`src/rtl/match_ctrl_pkg.sv`:
```
// Shared definitions for the Pong match controller: FSM state encoding,
// winner codes and default output widths used by ball and display_text.
package match_ctrl_pkg;

   typedef enum logic [2:0] {
      ST_IDLE  = 3'd0,
      ST_SERVE = 3'd1,
      ST_PLAY  = 3'd2,
      ST_PAUSE = 3'd3,
      ST_OVER  = 3'd4
   } state_t;

   localparam logic [1:0] WIN_NONE = 2'd0;
   localparam logic [1:0] WIN_P1   = 2'd1;
   localparam logic [1:0] WIN_P2   = 2'd2;

   localparam int DEF_SCORE_W = 4;
   localparam int DEF_SEC_W   = 6;
   localparam int DEF_SPEED_W = 4;

endpackage

```
`src/rtl/match_ctrl_if.sv`:
```
// Bus between the match controller and its neighbours.
//   slave  : match_ctrl side (frame/button/goal pulses in, game status out)
//   master : ball / buttons / display side (drives pulses, reads status)
interface match_ctrl_if
   import match_ctrl_pkg::*;
#(
   parameter int SCORE_W = DEF_SCORE_W,
   parameter int SEC_W   = DEF_SEC_W,
   parameter int SPEED_W = DEF_SPEED_W
);
   logic               refresh_tick;
   logic               start_pulse;
   logic               pause_pulse;
   logic               goal_left;
   logic               goal_right;
   state_t             state;
   logic               run;
   logic               ball_serve;
   logic               serve_dir;
   logic [SCORE_W-1:0] score_player1;
   logic [SCORE_W-1:0] score_player2;
   logic [SEC_W-1:0]   seconds;
   logic [SPEED_W-1:0] ball_speed;
   logic [1:0]         winner;

   modport slave (
      input  refresh_tick, start_pulse, pause_pulse, goal_left, goal_right,
      output state, run, ball_serve, serve_dir, score_player1, score_player2,
             seconds, ball_speed, winner
   );

   modport master (
      output refresh_tick, start_pulse, pause_pulse, goal_left, goal_right,
      input  state, run, ball_serve, serve_dir, score_player1, score_player2,
             seconds, ball_speed, winner
   );
endinterface

```
`src/rtl/match_ctrl_frame_divider.sv`:
```
// Divides refresh_tick down to a one-cycle sec_tick every FRAMES_PER_SEC
// frames. Counts only while enable is high; clear restarts the second.
// sec_tick is combinational so the owner can register its effect in the
// cycle right after the frame that completed the second.
//   clk, reset     : clock, synchronous active-high reset
//   refresh_tick   : one pulse per frame
//   enable, clear  : count enable, restart
//   sec_tick       : pulse on the frame that completes a second
module match_ctrl_frame_divider #(
   parameter int FRAMES_PER_SEC = 60
) (
   input  logic clk,
   input  logic reset,
   input  logic refresh_tick,
   input  logic enable,
   input  logic clear,
   output logic sec_tick
);
   localparam int CNT_W = (FRAMES_PER_SEC > 1) ? $clog2(FRAMES_PER_SEC) : 1;
   localparam logic [CNT_W-1:0] LOAD = CNT_W'(FRAMES_PER_SEC - 1);

   // frames still to go before the second completes
   logic [CNT_W-1:0] remaining;

   assign sec_tick = enable & refresh_tick & (remaining == '0);

   always_ff @(posedge clk) begin
      if (reset || clear) begin
         remaining <= LOAD;
      end else if (enable && refresh_tick) begin
         remaining <= (remaining == '0) ? LOAD : remaining - 1'b1;
      end
   end
endmodule

```
`src/rtl/match_ctrl.sv`:
```
// Match/game-flow controller for VGA Pong: owns the game FSM, scores,
// match clock and ball speed. All outputs are registered.
//   clk, reset : clock, synchronous active-high reset
//   bus        : match_ctrl_if.slave (pulses in, status out)
//
//   state    | meaning
//   ---------+--------------------------------------------------
//   IDLE     | after reset, waiting for start
//   SERVE    | ball parked, counting SERVE_FRAMES before launch
//   PLAY     | ball running, match clock and speed-up active
//   PAUSE    | everything frozen until pause toggled again
//   OVER     | a player reached WIN_SCORE, result held
module match_ctrl
   import match_ctrl_pkg::*;
#(
   parameter int FRAMES_PER_SEC = 60,
   parameter int SERVE_FRAMES   = 90,
   parameter int SCORE_W        = DEF_SCORE_W,
   parameter int WIN_SCORE      = 7,
   parameter int SEC_W          = DEF_SEC_W,
   parameter int MAX_SECONDS    = 59,
   parameter int SPEED_W        = DEF_SPEED_W,
   parameter int SPEED_MIN      = 2,
   parameter int SPEED_MAX      = 8,
   parameter int SPEED_STEP_SEC = 10
) (
   input  logic          clk,
   input  logic          reset,
   match_ctrl_if.slave   bus
);
   localparam int SRV_W = $clog2(SERVE_FRAMES + 1);
   localparam int PS_W  = (SPEED_STEP_SEC > 1) ? $clog2(SPEED_STEP_SEC) : 1;

   state_t             state_q, state_d;
   logic               run_q, serve_q, dir_q;
   logic [SCORE_W-1:0] score1_q, score2_q;
   logic [SEC_W-1:0]   seconds_q;
   logic [SPEED_W-1:0] speed_q;
   logic [1:0]         winner_q;
   logic [SRV_W-1:0]   serve_left;
   logic [PS_W-1:0]    play_sec;

   logic goal_any, only_right, only_left, p1_wins, p2_wins;
   logic new_match, launch, point, sec_tick;

   assign goal_any   = bus.goal_left | bus.goal_right;
   assign only_right = bus.goal_right & ~bus.goal_left;
   assign only_left  = bus.goal_left & ~bus.goal_right;
   assign p1_wins    = only_right & (score1_q == SCORE_W'(WIN_SCORE - 1));
   assign p2_wins    = only_left  & (score2_q == SCORE_W'(WIN_SCORE - 1));

   always_comb begin
      state_d   = state_q;
      new_match = 1'b0;
      launch    = 1'b0;
      point     = 1'b0;
      case (state_q)
         ST_IDLE, ST_OVER: begin
            if (bus.start_pulse) begin
               state_d   = ST_SERVE;
               new_match = 1'b1;
            end
         end
         ST_SERVE: begin
            if (bus.refresh_tick && serve_left == SRV_W'(1)) begin
               state_d = ST_PLAY;
               launch  = 1'b1;
            end
         end
         ST_PLAY: begin
            // a goal outranks a simultaneous pause request
            if (goal_any) begin
               point   = 1'b1;
               state_d = (p1_wins || p2_wins) ? ST_OVER : ST_SERVE;
            end else if (bus.pause_pulse) begin
               state_d = ST_PAUSE;
            end
         end
         ST_PAUSE: begin
            if (bus.pause_pulse) state_d = ST_PLAY;
         end
         default: state_d = ST_IDLE;
      endcase
   end

   // frames stall on a goal cycle so the goal fully owns that frame
   match_ctrl_frame_divider #(.FRAMES_PER_SEC(FRAMES_PER_SEC)) u_frame_div (
      .clk          (clk),
      .reset        (reset),
      .refresh_tick (bus.refresh_tick),
      .enable       ((state_q == ST_PLAY) & ~goal_any),
      .clear        (new_match),
      .sec_tick     (sec_tick)
   );

   always_ff @(posedge clk) begin
      if (reset) begin
         state_q <= ST_IDLE;
      end else begin
         state_q <= state_d;
      end
   end

   always_ff @(posedge clk) begin
      if (reset) begin
         run_q      <= 1'b0;
         serve_q    <= 1'b0;
         dir_q      <= 1'b0;
         score1_q   <= '0;
         score2_q   <= '0;
         seconds_q  <= '0;
         speed_q    <= SPEED_W'(SPEED_MIN);
         winner_q   <= WIN_NONE;
         serve_left <= '0;
         play_sec   <= '0;
      end else begin
         run_q   <= (state_d == ST_PLAY);
         serve_q <= launch;

         // serve delay runs as a down-counter armed on entry to SERVE
         if (state_d == ST_SERVE && state_q != ST_SERVE) begin
            serve_left <= SRV_W'(SERVE_FRAMES);
         end else if (state_q == ST_SERVE && bus.refresh_tick) begin
            serve_left <= serve_left - 1'b1;
         end

         if (new_match) begin
            score1_q  <= '0;
            score2_q  <= '0;
            seconds_q <= '0;
            winner_q  <= WIN_NONE;
            speed_q   <= SPEED_W'(SPEED_MIN);
            dir_q     <= 1'b0;
            play_sec  <= '0;
         end else if (point) begin
            speed_q  <= SPEED_W'(SPEED_MIN);
            play_sec <= '0;
            // serve goes toward the player who conceded
            if (only_right) begin
               score1_q <= score1_q + 1'b1;
               dir_q    <= 1'b1;
            end
            if (only_left) begin
               score2_q <= score2_q + 1'b1;
               dir_q    <= 1'b0;
            end
            if (p1_wins) winner_q <= WIN_P1;
            if (p2_wins) winner_q <= WIN_P2;
         end else if (sec_tick) begin
            if (seconds_q != SEC_W'(MAX_SECONDS)) seconds_q <= seconds_q + 1'b1;
            if (play_sec == PS_W'(SPEED_STEP_SEC - 1)) begin
               play_sec <= '0;
               if (speed_q != SPEED_W'(SPEED_MAX)) speed_q <= speed_q + 1'b1;
            end else begin
               play_sec <= play_sec + 1'b1;
            end
         end
      end
   end

   assign bus.state         = state_q;
   assign bus.run           = run_q;
   assign bus.ball_serve    = serve_q;
   assign bus.serve_dir     = dir_q;
   assign bus.score_player1 = score1_q;
   assign bus.score_player2 = score2_q;
   assign bus.seconds       = seconds_q;
   assign bus.ball_speed    = speed_q;
   assign bus.winner        = winner_q;
endmodule

```
`src/flat_wrapper.sv`:
```
// flat-port wrapper written by rule: the top's interface ports become plain ports
module match_ctrl_flat import match_ctrl_pkg::*;
#(
   parameter int FRAMES_PER_SEC = 60,
   parameter int SERVE_FRAMES   = 90,
   parameter int SCORE_W        = DEF_SCORE_W,
   parameter int WIN_SCORE      = 7,
   parameter int SEC_W          = DEF_SEC_W,
   parameter int MAX_SECONDS    = 59,
   parameter int SPEED_W        = DEF_SPEED_W,
   parameter int SPEED_MIN      = 2,
   parameter int SPEED_MAX      = 8,
   parameter int SPEED_STEP_SEC = 10
)
  (clk, reset, bus_refresh_tick, bus_start_pulse, bus_pause_pulse, bus_goal_left, bus_goal_right, bus_state, bus_run, bus_ball_serve, bus_serve_dir, bus_score_player1, bus_score_player2, bus_seconds, bus_ball_speed, bus_winner);
  match_ctrl_if #(.SCORE_W(SCORE_W), .SEC_W(SEC_W), .SPEED_W(SPEED_W)) bus_i ();
  input  logic clk;
  input  logic reset;
  input wire logic [$bits(bus_i.refresh_tick)-1:0] bus_refresh_tick;
  input wire logic [$bits(bus_i.start_pulse)-1:0] bus_start_pulse;
  input wire logic [$bits(bus_i.pause_pulse)-1:0] bus_pause_pulse;
  input wire logic [$bits(bus_i.goal_left)-1:0] bus_goal_left;
  input wire logic [$bits(bus_i.goal_right)-1:0] bus_goal_right;
  output wire logic [$bits(bus_i.state)-1:0] bus_state;
  output wire logic [$bits(bus_i.run)-1:0] bus_run;
  output wire logic [$bits(bus_i.ball_serve)-1:0] bus_ball_serve;
  output wire logic [$bits(bus_i.serve_dir)-1:0] bus_serve_dir;
  output wire logic [$bits(bus_i.score_player1)-1:0] bus_score_player1;
  output wire logic [$bits(bus_i.score_player2)-1:0] bus_score_player2;
  output wire logic [$bits(bus_i.seconds)-1:0] bus_seconds;
  output wire logic [$bits(bus_i.ball_speed)-1:0] bus_ball_speed;
  output wire logic [$bits(bus_i.winner)-1:0] bus_winner;
  assign bus_i.refresh_tick = bus_refresh_tick;
  assign bus_i.start_pulse = bus_start_pulse;
  assign bus_i.pause_pulse = bus_pause_pulse;
  assign bus_i.goal_left = bus_goal_left;
  assign bus_i.goal_right = bus_goal_right;
  assign bus_state = bus_i.state;
  assign bus_run = bus_i.run;
  assign bus_ball_serve = bus_i.ball_serve;
  assign bus_serve_dir = bus_i.serve_dir;
  assign bus_score_player1 = bus_i.score_player1;
  assign bus_score_player2 = bus_i.score_player2;
  assign bus_seconds = bus_i.seconds;
  assign bus_ball_speed = bus_i.ball_speed;
  assign bus_winner = bus_i.winner;
  match_ctrl #(.FRAMES_PER_SEC(FRAMES_PER_SEC), .SERVE_FRAMES(SERVE_FRAMES), .SCORE_W(SCORE_W), .WIN_SCORE(WIN_SCORE), .SEC_W(SEC_W), .MAX_SECONDS(MAX_SECONDS), .SPEED_W(SPEED_W), .SPEED_MIN(SPEED_MIN), .SPEED_MAX(SPEED_MAX), .SPEED_STEP_SEC(SPEED_STEP_SEC)) u_core (.clk(clk), .reset(reset), .bus(bus_i));
endmodule
```
`config.mk`:
```
export PLATFORM = sky130hd
export DESIGN_NAME = match_ctrl_flat
export DESIGN_NICKNAME = d
export VERILOG_FILES = /design/src/rtl/match_ctrl_pkg.sv /design/src/rtl/match_ctrl_if.sv /design/src/rtl/match_ctrl_frame_divider.sv /design/src/rtl/match_ctrl.sv /design/src/flat_wrapper.sv
export SDC_FILE = /design/constraint.sdc
export NUM_CORES = 1
export LEC_CHECK = 0
export BUFFER_PORTS_ARGS = -buffer_cell sky130_fd_sc_hd__buf_2
export CAP_MARGIN = 30
export CORE_MARGIN = 2
export CORE_UTILIZATION = 50
export CTS_CLUSTER_SIZE = 20
export DETAILED_ROUTE_END_ITERATION = 7
export PLACE_DENSITY = 0.73
export SETUP_SLACK_MARGIN = 0.15
export SLEW_MARGIN = 20
export SYNTH_ARGS = -nofsm -noshare
export SYNTH_HDL_FRONTEND = slang
export SYNTH_HIERARCHICAL = 1
export SYNTH_SLANG_ARGS = --single-unit
```
`constraint.sdc`:
```
create_clock -name clk -period 3.1 [get_ports clk]
set_clock_uncertainty 0.1 [all_clocks]
set_input_delay 0.31 -clock clk [delete_from_list [all_inputs] [get_ports clk]]
set_output_delay 0.31 -clock clk [all_outputs]
set_load 0.02 [all_outputs]
```
==> Yosys cells after proc, flatten, opt, wreduce, memory -nomap -nowiden <==
Cells that the tools add are included.
{ "totals": {"reg_bits": 43, "output_inout_bits": 26} }
{ "classes": {"n_addsub": 7, "eq_ne": 13, "mux": 20, "bitwise_logic": 13, "n_reduce_logical": 22} }
{ "ops": {"columns": ["op", "count"], "rows": [
  ["$mux W3", 6],
  ["$add A4 B1 Y4 const B", 4],
  ["$mux W7", 2],
  ["$pmux W3 S4", 1],
  ["$eq A3 B2 Y1 const B", 3],
  ["$eq A4 B3 Y1 const B", 2],
  ["$reduce_and A2 Y1", 4],
  ["$reduce_or A2 Y1", 4],
  ["$and A1 B1 Y1", 7],
  ["$eq A7 B1 Y1 const B", 1],
  ["$mux W1", 7],
  ["$sub A7 B1 Y7 const B", 1],
  ["$add A6 B1 Y6 const B", 1],
  ["$eq A3 B1 Y1 const B", 2],
  ["$logic_not A6 Y1", 1],
  ["$mux W6", 1],
  ["$ne A6 B6 Y1 const B", 1],
  ["$reduce_and A3 Y1", 2],
  ["$reduce_bool A2 Y1", 3],
  ["$sub A6 B1 Y6 const B", 1],
  ["$not A1 Y1", 5],
  ["$eq A4 B4 Y1 const B", 1],
  ["$logic_and A1 B1 Y1", 4],
  ["$mux W2", 2],
  ["8 further kinds", 9]
]} }

==> Longest topological paths before layout <==
{ "logic_depth": {"ltp_word": 10, "mapped_depth": 10, "depth_no_buf": 10} }

==> By module <==
The synthesis kept the hierarchy.
{ "by_module_without_submodules": {"columns": ["mod", "instances", "cells_each", "area_per_inst_um2", "seq_area_each_um2"], "rows": [
  ["match_ctrl", 1, 200, 1856.8, 740.7],
  ["match_ctrl_frame_divider", 1, 38, 351.6, 120.1]
]} }

==> Least setup slack after synthesis <==
Ideal clock, no wire load.
{ "synth_path": {"path_kind": "reg-to-reg", "start": "register u_core.state_q[1] (netlist: u_core/bus.state[1])", "end": "register u_core.speed_q[1] (netlist: u_core/bus.ball_speed[1])", "setup_ps": 120, "arrival_time_ps": 2377, "required_ps": 2880, "slack_ps": 503, "path_stages_with_launch": 9, "cell_sequence": "dfxtp_1 nor3b_1 and2_1 nand2_1 nor4_2 nand2_1 nor3b_1 nand2_1 a211o_1"} }
{ "synth_between": {"elab_chain_cells": 5, "word_cells_on_any_way": 11, "classes_between": "eq/ne (2); mux (2); bitwise (3); reduce/logical (4)"} }
{ "synth_lines": {"columns": ["element", "line", "source"], "rows": [
  ["start: declaration", "match_ctrl.sv:34", "state_t state_q, state_d;"],
  ["start signal: assignment", "match_ctrl.sv:100", "state_q <= state_d;"],
  ["$eq A3 B2 Y1", "match_ctrl.sv:91", ".enable ((state_q == ST_PLAY) & ~goal_any),"],
  ["$and A1 B1 Y1", "match_ctrl.sv:91", null],
  ["$and A1 B1 Y1 (2 in series)", "match_ctrl_frame_divider.sv:25", "assign sec_tick = enable & refresh_tick & (remaining == '0);"],
  ["named net u_core.sec_tick", "match_ctrl.sv:44", "logic new_match, launch, point, sec_tick;"],
  ["$reduce_and A3 Y1 (no line)", null, null],
  ["end signal: assignment", "match_ctrl.sv:112", "speed_q <= SPEED_W'(SPEED_MIN);"],
  ["end signal: assignment", "match_ctrl.sv:132", "speed_q <= SPEED_W'(SPEED_MIN);"],
  ["end signal: assignment", "match_ctrl.sv:136", "speed_q <= SPEED_W'(SPEED_MIN);"],
  ["end: declaration", "match_ctrl.sv:38", "logic [SPEED_W-1:0] speed_q;"]
]} }
The timed path passes the listed nets, and every way through them passes these cells.
A chain may end at the register's enable or synchronous reset.

==> Final worst setup path <==
{ "layout_path": {"start": "register u_core.state_q[1] (netlist: u_core/bus.state[1])", "end": "register u_core.seconds_q[5] (netlist: u_core/bus.seconds[5])"} }
{ "layout_between": {"elab_chain_cells": 5, "word_cells_on_any_way": 12, "classes_between": "eq/ne (2); mux (2); bitwise (4); reduce/logical (4)"} }
{ "layout_lines": {"columns": ["element", "line", "source"], "rows": [
  ["$eq A3 B2 Y1", "match_ctrl.sv:91", null],
  ["$and A1 B1 Y1", "match_ctrl.sv:91", null],
  ["$and A1 B1 Y1 (2 in series)", "match_ctrl_frame_divider.sv:25", null],
  ["named net u_core.sec_tick", "match_ctrl.sv:44", null],
  ["$reduce_and A3 Y1 (no line)", null, null],
  ["end signal: assignment", "match_ctrl.sv:150", "if (seconds_q != SEC_W'(MAX_SECONDS)) seconds_q <= seconds_q + 1'b1;"],
  ["end: declaration", "match_ctrl.sv:37", "logic [SEC_W-1:0] seconds_q;"]
]} }
The timed path passes the listed nets, and every way through them passes these cells.

==> impl_metrics.yaml <==
logic_synthesis:
  synthesis.area_um2: 2210
  ys_seq_elements: 43
  async_flop_share: 0
  syn_area_per_cell_um2: 9.28
  yosys-top-cells-area: "dfxtp_1, ha_1, nor2_1"
  synth_warnings: 6
  yosysUniqueCellTypes: 53
  synth_top_flop_cell: "dfxtp_1"
  syn_inst: 238
  syn_nets: 259
  synth_edf_count: 0
  synth_top_area_cell: "dfxtp_1"
  synth-seq-area-share: 0.390
  yosysTopAreaCellShare: 0.390
clocking:
  cts_max_level: 2
  cts_setup_buffers: 0
  ctsRootBufferMaster: "clkbuf_8"
  cts_resized: 0
  clock_latency_ns: 0.30
  cts_buffers: 5
  cts_sinks: 43
  cts.clk_slew.worst_paths_ns: 0.08
  cts_tree: "built"
  max-clock-path-buffers: 2
  hold_buffers: 0
timing:
  slew_viol_final: 0
  finalSetupTns_ns: 0
  period_needed_ns: 2.59
  timing.fmax_mhz: 386
  finalSetupViolations: 0
  rsz0062_at_grt: "false"
  slew_headroom: 0.574
  setup_slack_ns: 0.509
  final_hold_viol_count: 0
  tightest_slew_ns: 0.639
  finalCritPeriodShare: 0.836
detailed_routing:
  drcViolationCount: 0
  viasPerCell: 5.30
  num_vias: 1716
  routedWlPerCell_um: 12.4
  antenna_left: 0
  dr.first_iter.drc_count: 49
  totalWireLength_mm: 4.02
  drt_pass1_iterations: 4
layout:
  nets: 292
  regArea_um2: 861
  syn_to_final_growth_pct: 15.8
  layout_commonest_cell: "dfxtp_1"
  stdcell_count: 324
  diodes: 0
  multiInputGateArea_um2: 1280
  n_fill_cell: 374
  final_cell_mix: "dfxtp_1, buf_2, nor2_1"
  layout-drive-gt1-share: 0.213
setup_path:
  crit_buf_inv: 0
  cp_slowest_cell: "dfxtp_1"
  cp_num_cells: 8
  critPathCaptureType: "flip-flop"
  r2r_start: "u_core/bus.state[1]"
  start_kind: "flip-flop"
  crit_type: "reg -> reg"
  reg2reg_depth: 8
  crit_path_max_fanout: 10
  path_delay_family: "simple AND/OR/NAND/NOR gates"
  crit_required_ns: 3.23
  startpoint: "u_core/bus.state[1]"
  timing.rr.end: "u_core/bus.seconds[5]"
  ff2ff_setup_slack_ns: 0.51
  cpPeakStageDelay_ns: 0.46
  worstPathArrival_ns: 2.72
  cp_cell_sequence: "nor3b_1 -> and2_1 -> nand2_1 -> nor4_4 -> o311a_2 -> nand4_1 -> or3_1 -> a21oi_1"
  endpoint: "u_core/bus.seconds[5]"
floorplanning:
  fp.dieH_um: 70.5
  fp.coreArea_um2: 4290
  io_pins: 33
  die_w_um: 70.5
  num_rows: 24
  start_util: 0.514
  die-area_um2: 4960
global_routing:
  gr-total-overflow: 0
  grt_pass1_vias: 1537
  grt_max_degree: 18
  antenna_found_initial: 0
  track_usage: 0.176
  grt_pass1_wl_mm: 7.04
pwr:
  cellLeakagePower_nw: 1.05
  p_per_area_nw_per_um2: 456
  p_total_mw: 1.17
  ir_drop_mv: 0.243
run_status:
  outcome: "completed"
place:
  dp.cells: 316
  numPortBuffers: 32
  pre_cts_slack_ns: 0.258
  globalplace.congestion: 0.805
  dp_hpwl_mm: 2.91
hold_path:
  min_path_type: "in -> reg"
job:
  maxCapViolCount: 0
final cells by class:
type                    count  share of cell area
well taps                  52              0.0254
multi-input cells         176               0.501
clock buffers               5              0.0269
repair buffers             33              0.0656
flip-flops and latches     43               0.337
clock inverters             3              0.0264
inverters                  12              0.0176
synthesized netlist by cell type, drive strengths merged (2+ instances only):
master  instances
o21ai           9
and2            3
dfxtp          43
or3             3
o41ai           2
a211oi          2
nand3b          2
clkbuf          6
a21oi          12
nor4b           2
nand2          18
nor3b           5
nand4           5
nor3            6
nand3           5
and4b           2
nor4            2
nand2b          7
xor2           11
nor2b           5
inv            12
nor2           26
and4bb          3
and3b           3
ha             14
xnor2          11
cell families (layout without fill, tap and decap cells):
group                      count (synthesis)  after routing  synth area share
muxes                                      1              1           0.00453
adders and majority gates                 14             14            0.0793
DFF                                       43             43             0.390
and+or+nand+nor                          102            102             0.277
xor gates and xnor gates                  22             22            0.0872
buffers and inverters                     19             53            0.0357
AOI/OAI and AO/OA                         37             37             0.126
worst min-delay path by stage:
stage / startpoint / to / slack, ns / cells past startpoint
floorplan: reset / u_core/u_frame_div/remaining[2] / 0.29 / 1
global placement: u_core/play_sec[3] / u_core/play_sec[3] / 0.39 / 2
detailed placement: u_core/play_sec[3] / u_core/play_sec[3] / 0.39 / 2
CTS: bus_start_pulse / u_core/bus.state[2] / 0.18 / 3
global route: bus_start_pulse / u_core/bus.state[2] / 0.22 / 3
finish: bus_start_pulse / u_core/bus.state[2] / 0.18 / 3
power by group:
part | switching (mW) | total (mW) | internal [mW] | leakage, nW
Combinational | 0.0475 | 0.0809 | 0.0334 | 0.635
Clock | 0.194 | 0.515 | 0.321 | 0.0644
Sequential | 0.00852 | 0.570 | 0.561 | 0.348
layer usage:
layer / vias to the layer above / GRT usage / part of all wire
met5: - / 0 / 0
met1: 776 / 0.246 / 0.52
li1: 897 / - / -
met2: 39 / 0.259 / 0.43
met3: 4 / 0.0361 / 0.049
met4: 0 / 0.0833 / 0.010
metrics by stage:
stage | hold WS (ns) | util | area [µm²]
detailed placement | 0.386 | 0.561 | 2410
floorplan | 0.287 | - | 2210
CTS | 0.179 | 0.592 | 2540
finish | 0.183 | 0.596 | 2560
global route | 0.221 | 0.596 | 2560
global placement | 0.392 | 0.561 | 2410
flip-flops by register name (all words and copies together), names as in the netlist, 3 cells and up:
name                          count
u_core/bus.score_player2          4
u_core/bus.score_player1          4
u_core/serve_left                 7
u_core/play_sec                   4
u_core/bus.seconds                6
u_core/bus.ball_speed             4
u_core/bus.state                  3
u_core/u_frame_div/remaining      6
worst reg2reg max path: stages (launching register included):
cell and delay (ns):
dfxtp_1 0.46, nor3b_1 0.29, and2_1 0.21, nand2_1 0.16, nor4_4 0.35, o311a_2 0.32, nand4_1 0.16, or3_1 0.34
a21oi_1 0.14
Note: power is estimated with default switching activity, not from simulation.
